`src/rtl/wb_stream_arbiter.sv`:
```
// Round-robin Wishbone arbiter: NUM_MASTERS stream DMA masters share one memory port, grant held for a whole cyc.
// Optional watchdog for hung slaves is enabled by defining WB_STREAM_ARBITER_WATCHDOG_EN.
module wb_stream_arbiter #(
  parameter int NUM_MASTERS = 2,
  parameter int WB_AW       = 32,
  parameter int WB_DW       = 32,
  parameter int TIMEOUT     = 256
) (
  input  logic                          clk,
  input  logic                          rst_n,
  input  logic [NUM_MASTERS*WB_AW-1:0]  wbm_adr_i,
  input  logic [NUM_MASTERS*WB_DW-1:0]  wbm_dat_i,
  input  logic [NUM_MASTERS*WB_DW/8-1:0] wbm_sel_i,
  input  logic [NUM_MASTERS-1:0]        wbm_we_i,
  input  logic [NUM_MASTERS-1:0]        wbm_cyc_i,
  input  logic [NUM_MASTERS-1:0]        wbm_stb_i,
  input  logic [NUM_MASTERS*3-1:0]      wbm_cti_i,
  input  logic [NUM_MASTERS*2-1:0]      wbm_bte_i,
  output logic [WB_DW-1:0]              wbm_dat_o,
  output logic [NUM_MASTERS-1:0]        wbm_ack_o,
  output logic [NUM_MASTERS-1:0]        wbm_err_o,
  output logic [NUM_MASTERS-1:0]        wbm_rty_o,
  output logic [WB_AW-1:0]              wbs_adr_o,
  output logic [WB_DW-1:0]              wbs_dat_o,
  output logic [WB_DW/8-1:0]            wbs_sel_o,
  output logic                          wbs_we_o,
  output logic                          wbs_cyc_o,
  output logic                          wbs_stb_o,
  output logic [2:0]                    wbs_cti_o,
  output logic [1:0]                    wbs_bte_o,
  input  logic [WB_DW-1:0]              wbs_dat_i,
  input  logic                          wbs_ack_i,
  input  logic                          wbs_err_i,
  input  logic                          wbs_rty_i,
  output logic [NUM_MASTERS-1:0]        gnt_o
);

  localparam int IDX_W = (NUM_MASTERS > 1) ? $clog2(NUM_MASTERS) : 1;
  localparam int SW    = WB_DW / 8;

  if (NUM_MASTERS < 1 || NUM_MASTERS > 8 || TIMEOUT < 1) begin : g_cfg_check
    $error("wb_stream_arbiter: unsupported NUM_MASTERS or TIMEOUT");
  end

  typedef enum logic {IDLE = 1'b0, GRANT = 1'b1} state_t;

  state_t                 state, state_n;
  logic [NUM_MASTERS-1:0] gnt, gnt_n;
  logic [IDX_W-1:0]       last, last_n, pick;
  logic                   pick_vld;
  logic [NUM_MASTERS-1:0] req;
  logic                   active, wd_fire;

  logic [WB_AW-1:0] g_adr;
  logic [WB_DW-1:0] g_dat;
  logic [SW-1:0]    g_sel;
  logic [2:0]       g_cti;
  logic [1:0]       g_bte;
  logic             g_we, g_cyc, g_stb;

  assign active = (state == GRANT);

  // 'last' doubles as the index of the current grantee while in GRANT.
  always_comb begin
    g_adr = '0;
    g_dat = '0;
    g_sel = '0;
    g_cti = '0;
    g_bte = '0;
    g_we  = 1'b0;
    g_cyc = 1'b0;
    g_stb = 1'b0;
    for (int i = 0; i < NUM_MASTERS; i++) begin
      if (last == IDX_W'(i)) begin
        g_adr = wbm_adr_i[i*WB_AW +: WB_AW];
        g_dat = wbm_dat_i[i*WB_DW +: WB_DW];
        g_sel = wbm_sel_i[i*SW +: SW];
        g_cti = wbm_cti_i[i*3 +: 3];
        g_bte = wbm_bte_i[i*2 +: 2];
        g_we  = wbm_we_i[i];
        g_cyc = wbm_cyc_i[i];
        g_stb = wbm_stb_i[i];
      end
    end
  end

  // Round-robin: first requester above 'last', else wrap to the lowest at or below it.
  always_comb begin
    pick     = last;
    pick_vld = 1'b0;
    for (int i = 0; i < NUM_MASTERS; i++) begin
      if (!pick_vld && req[i] && (IDX_W'(i) > last)) begin
        pick     = IDX_W'(i);
        pick_vld = 1'b1;
      end
    end
    for (int i = 0; i < NUM_MASTERS; i++) begin
      if (!pick_vld && req[i] && (IDX_W'(i) <= last)) begin
        pick     = IDX_W'(i);
        pick_vld = 1'b1;
      end
    end
  end

  always_comb begin
    state_n = state;
    gnt_n   = gnt;
    last_n  = last;
    case (state)
      IDLE: begin
        if (pick_vld) begin
          state_n = GRANT;
          last_n  = pick;
          for (int i = 0; i < NUM_MASTERS; i++) gnt_n[i] = (pick == IDX_W'(i));
        end
      end
      GRANT: begin
        if (!g_cyc || wd_fire) begin
          state_n = IDLE;
          gnt_n   = '0;
        end
      end
      default: begin
        state_n = IDLE;
        gnt_n   = '0;
      end
    endcase
  end

  always_ff @(posedge clk or negedge rst_n) begin
    if (!rst_n) begin
      state <= IDLE;
      gnt   <= '0;
      last  <= IDX_W'(NUM_MASTERS - 1);
    end else begin
      state <= state_n;
      gnt   <= gnt_n;
      last  <= last_n;
    end
  end

`ifdef WB_STREAM_ARBITER_WATCHDOG_EN
  localparam int CNT_W = $clog2(TIMEOUT + 1);

  logic [CNT_W-1:0]       wd_cnt;
  logic [NUM_MASTERS-1:0] wd_mask;
  logic                   wd_resp, wd_stall;

  assign wd_resp  = wbs_ack_i | wbs_err_i | wbs_rty_i;
  assign wd_stall = active & g_cyc & g_stb & ~wd_resp;
  assign wd_fire  = wd_stall && (wd_cnt == CNT_W'(TIMEOUT - 1));
  // A timed-out master stays out of arbitration until it drops cyc.
  assign req      = wbm_cyc_i & ~wd_mask;

  always_ff @(posedge clk or negedge rst_n) begin
    if (!rst_n) begin
      wd_cnt  <= '0;
      wd_mask <= '0;
    end else begin
      if (!active || wd_resp || wd_fire) wd_cnt <= '0;
      else if (wd_stall)                 wd_cnt <= wd_cnt + 1'b1;
      wd_mask <= (wd_mask & wbm_cyc_i) | (wd_fire ? gnt : '0);
    end
  end
`else
  assign wd_fire = 1'b0;
  assign req     = wbm_cyc_i;
`endif

  assign wbs_adr_o = g_adr;
  assign wbs_dat_o = g_dat;
  assign wbs_sel_o = active ? g_sel : '0;
  assign wbs_cti_o = active ? g_cti : '0;
  assign wbs_bte_o = active ? g_bte : '0;
  assign wbs_we_o  = active & g_we;
  assign wbs_cyc_o = active & g_cyc & ~wd_fire;
  assign wbs_stb_o = active & g_stb & ~wd_fire;
  assign wbm_dat_o = wbs_dat_i;
  assign gnt_o     = gnt;

  always_comb begin
    wbm_ack_o = '0;
    wbm_err_o = '0;
    wbm_rty_o = '0;
    for (int i = 0; i < NUM_MASTERS; i++) begin
      wbm_ack_o[i] = active & gnt[i] & wbs_ack_i;
      wbm_err_o[i] = active & gnt[i] & (wbs_err_i | wd_fire);
      wbm_rty_o[i] = active & gnt[i] & wbs_rty_i;
    end
  end

endmodule

```
`config.mk`:
```
export PLATFORM = sky130hd
export DESIGN_NAME = wb_stream_arbiter
export DESIGN_NICKNAME = d
export VERILOG_FILES = /design/src/rtl/wb_stream_arbiter.sv
export SDC_FILE = /design/constraint.sdc
export NUM_CORES = 1
export LEC_CHECK = 0
export BUFFER_PORTS_ARGS = -buffer_cell sky130_fd_sc_hd__buf_2
export CAP_MARGIN = 20
export CORE_AREA = 3 3 116 118
export CTS_BUF_LIST = sky130_fd_sc_hd__clkbuf_8 sky130_fd_sc_hd__clkbuf_16
export DETAILED_ROUTE_END_ITERATION = 10
export DIE_AREA = 0 0 119 121
export PLACE_DENSITY = 0.55
export SLEW_MARGIN = 10
export SYNTH_ARGS = -nofsm -noshare
export SYNTH_HDL_FRONTEND = slang
export SYNTH_SLANG_ARGS = --single-unit
```
`constraint.sdc`:
```
create_clock -name clk -period 1.7 [get_ports clk]
set_input_delay 0.17 -clock clk [delete_from_list [all_inputs] [get_ports clk]]
set_output_delay 0.17 -clock clk [all_outputs]
set_load 0.03 [all_outputs]
```
# Yosys cells after proc, flatten, opt, wreduce, memory -nomap -nowiden

Cells that the tools add are included.

Eq/ne operators: 2
Bitwise operators: 13
Mux-type cells: 25
Reduce and logical (&&, ||, !) cells: 12
$lt $le $gt $ge: 4

Operators with widths:

| kind               | number |
|---|---|
| $mux 32            | 2 |
| $mux 1             | 13 |
| $and 1x1->1        | 11 |
| $mux 2             | 4 |
| $mux 4             | 2 |
| $logic_and 1x1->1  | 7 |
| $mux 3             | 2 |
| $ne 2x2->1 const B | 2 |
| $pmux 2 s2         | 1 |
| $reduce_and 2->1   | 2 |
| $logic_not 1->1    | 3 |
| $gt 1x1->1 const A | 2 |
| $le 1x1->1 const A | 2 |
| $not 1->1          | 2 |
| $pmux 1 s2         | 1 |

Bits in registers: 4
Word-level logic and storage cells: 59
Bits of input ports: 189

# Logic depth before layout (Yosys ltp)

Word-level depth: 18
Mapped depth: 4
Depth with buffers taken out: 3

# Worst setup path before layout

OpenSTA, ideal clock, no wires.

Path type: flip-flop to output port
From: reg last
To: out wbs_cyc_o
Slack: 105 ps
Cell stages (with the launch flop): 4
Arrival time: 1425 ps
Buffers on the path: 1
Cell sequence: dfstp_2 > buf_6 > nand2_1 > a21boi_0

Longest elaborated chain between the ends: 2

RTL lines:

| element                | line | text |
|---|---|---|
| start, declared        | 49   | `logic [IDX_W-1:0] last, last_n, pick;` |
| start signal, assigned | 134  | `last <= IDX_W'(NUM_MASTERS - 1);` |
| start signal, assigned | 138  | `last <= last_n;` |
| $mux 1                 | 74   | `if (last == IDX_W'(i)) begin` |
| $and 1x1->1            | 176  | `assign wbs_cyc_o = active & g_cyc & ~wd_fire;` |
| end, declared          | 27   | `output logic wbs_cyc_o,` |

No other way between the ends.

# Worst setup path in the final report

From: reg last
To: out wbs_dat_o[27]

Longest elaborated chain between the ends: 1

RTL lines:

| element       | line | text |
|---|---|---|
| $mux 32       | 74   |  |
| end, declared | 24   | `output logic [WB_DW-1:0] wbs_dat_o,` |

No other way between the ends.

==> flow_summary.ini <==
[min_path]
hold_class = in2reg

[synth]
synth_area_um2 = 1654
ys_types = 23
synthMuxAreaShare = 0.5930
synth_seq_cells = 4
synth_compound_area_frac = 0.01740
synthXorXnorAreaFrac = 0
synth_cells = 159
yosys_warnings = 0
synthAdderAreaFrac = 0
synth_simple_gate_area_frac = 0.1127
synthesis.nets = 348
yosysSeqAreaShare = 0.06127
synth_top_family_by_area = multiplexers
avgSynthCellArea_um2 = 10.40

[sta]
setup_viol = 73
rsz0062_at_grt = yes
finalWorstSetupSlack_ns = -0.1087
clock-skew-final_ns = 0.003924
relSlewSlack = 0.8197
tightest_slew_ns = 0.2705
hold_viol = 0
slew_violations = 0
min_period_ns = 1.809
max_freq_mhz = 552.9
period_share = 1.064

[finish]
final_area_um2 = 3187
n_antenna_cell = 0
final_common_cell = buf_2
num-nets-final = 564
syn_to_final_growth_pct = 92.66
utilization = 0.2536
drive_gt1_frac = 0.8610
mostFrequentLayoutCells = buf_2, mux2_4, buf_4, buf_6, mux2_2

[outcome]
violations = setup timing
status = finished, violations left

[clock_tree]
cts_tree = done
cts_root_buf = clkbuf_16
cts.sinks = 4
clock_latency_ns = 0.23
cts_inserted_buffers = 3
clk_pin_slew_ns = 0.03
cts_buffer_depth = 2
cts_max_level = 1

[critical_path]
cp_max_fo = 28
worstSetupPathType = reg2out
max_stage_delay_ns = 0.66
worst-path-buf-inv = 2
cp_slowest_cell = dfstp_4
critPathArrivalTime_ns = 1.64
cp-end-kind = primary output
crit_chain = buf_12 > mux2_2 > buf_4
required_ns = 1.53
start_kind = flop
crit_family = flip-flops

[detailed_routing]
vias_per_cell = 3.742
post_drt_wl_per_cell_um = 14.45
drt-pass1-iter-count = 2
ant_nets = 0
drc = 0
wirelength_um = 7887
drt_iter0_markers = 27
num_vias = 2043

[floorplan]
initial_utilization = 0.1316
core_area_um2 = 12570
placementRows = 41
num_io_pins = 305
die_h_um = 121
dieArea_um2 = 14400
dieWidth_um = 119

[grt]
grt_pass1_vias = 2180
grtUsageTotal = 0.09579
grt_max_degree = 29
overflow = 0
antenna_found_initial = 1
grt_pass1_wl_um = 11060

[placed_design]
placed_area_um2 = 2821
numPortBuffers = 240
place_hpwl_um = 6815
place.gp.congestion = 0.7312

[power_and_ir_drop]
p_per_area_nw_per_um2 = 1571
peakVddDrop_uv = 376.0
p_leak_nw = 1.855

[run]
maxCapViolCount = 0
## registers in the layout, indices dropped and copies added (netlist names)
register / cells
last: 1
gnt_o: 2
active: 1
## repair_timing
item	4_1_cts	5_1_grt
setup endpoints to repair	76	76
endpoints found under the hold margin	4	0
buffers inserted	0	3
gates resized for setup	62	24
hold buffers	1	0
## metal layers
layer,up-vias,GRT usage,part of all wire
met3,12,0.02424,0.10
met5,-,0,0
met4,0,0.02028,0.011
met2,178,0.2028,0.56
met1,896,0.09039,0.33
li1,957,-,-
## synth_stat cells
master,instances,area [um2]
a31oi_1,1,6.260
clkbuf_1,1,3.750
buf_8,5,75.07
mux2_2,24,270.3
dfrtp_1,3,75.07
nor3b_1,1,7.510
nor3_1,2,10.01
nor2_1,4,15.01
a21boi_0,1,7.510
dfstp_2,1,26.28
mux2i_1,11,110.1
buf_2,3,15.01
or3_1,2,12.51
a21oi_1,3,15.01
and2b_1,9,67.56
and3_1,6,37.54
nor2b_1,2,12.51
mux2_4,40,600.6
inv_1,1,3.750
buf_6,1,11.26
buf_4,33,247.7
nand2_1,3,11.26
nand2b_1,2,12.51
## worst paths after layout
kind / startpoint / end / slack (ns) / cells past startpoint
hold reg to reg: active / active / 0.64 / 1
max in group asynchronous: rst_n / last / 1.21 / 2
setup / recovery: last / wbs_dat_o[27] / -0.11 / 3
hold / removal: wbm_cyc_i[1] / active / 0.26 / 3
setup reg to reg: last / gnt_o[0] / 0.17 / 4
min in group asynchronous: rst_n / gnt_o[1] / 0.28 / 2
## kinds of logic (layout without fill, tap and decap cells)
logic type,Yosys count,count (layout)
buffers and inverters,44,259
muxes,75,75
DFF,4,4
and+or+nand+nor,31,31
AOI/OAI and AO/OA,5,5
## through the flow
step / TNS (ns) / hold WS (ns) / setup slack, ns / power [mW] / std cells
after global placement: 0 / -0.009625 / 0.1409 / 4.125 / 538
after floorplan: 0 / -0.1256 / 0.1050 / 3.343 / 159
after CTS: -5.985 / 0.2665 / -0.1282 / 4.870 / 543
after detailed placement: 0 / -0.008828 / 0.1101 / 4.162 / 538
after global routing: -8.633 / 0.2961 / -0.1583 / 5.247 / 546
final: -5.281 / 0.2628 / -0.1087 / 5.006 / 546
## worst register-to-register path, stage by stage, from the launching register on
cell and delay (ns):
dfstp_4 0.66, buf_12 0.20, nand2b_4 0.18, a21oi_1 0.06, or3_1 0.30
## report_power, final
part | switching, mW | total [mW] | internal, mW
clock | 0.0731 | 0.377 | 0.304
sequential | 0.100 | 0.257 | 0.157
combinational | 2.31 | 4.37 | 2.06
## final cells by class
class                   count  area, um2
multi-input cells         111       1207
well taps                 172      215.2
flip-flops and latches      4      105.1
inverters                   1      3.754
clock buffers               3      75.07
repair buffers            254       1577
clock inverters             1      3.754
fillers                  1368       9382
No activity file was read; power rests on OpenSTA's default activity.
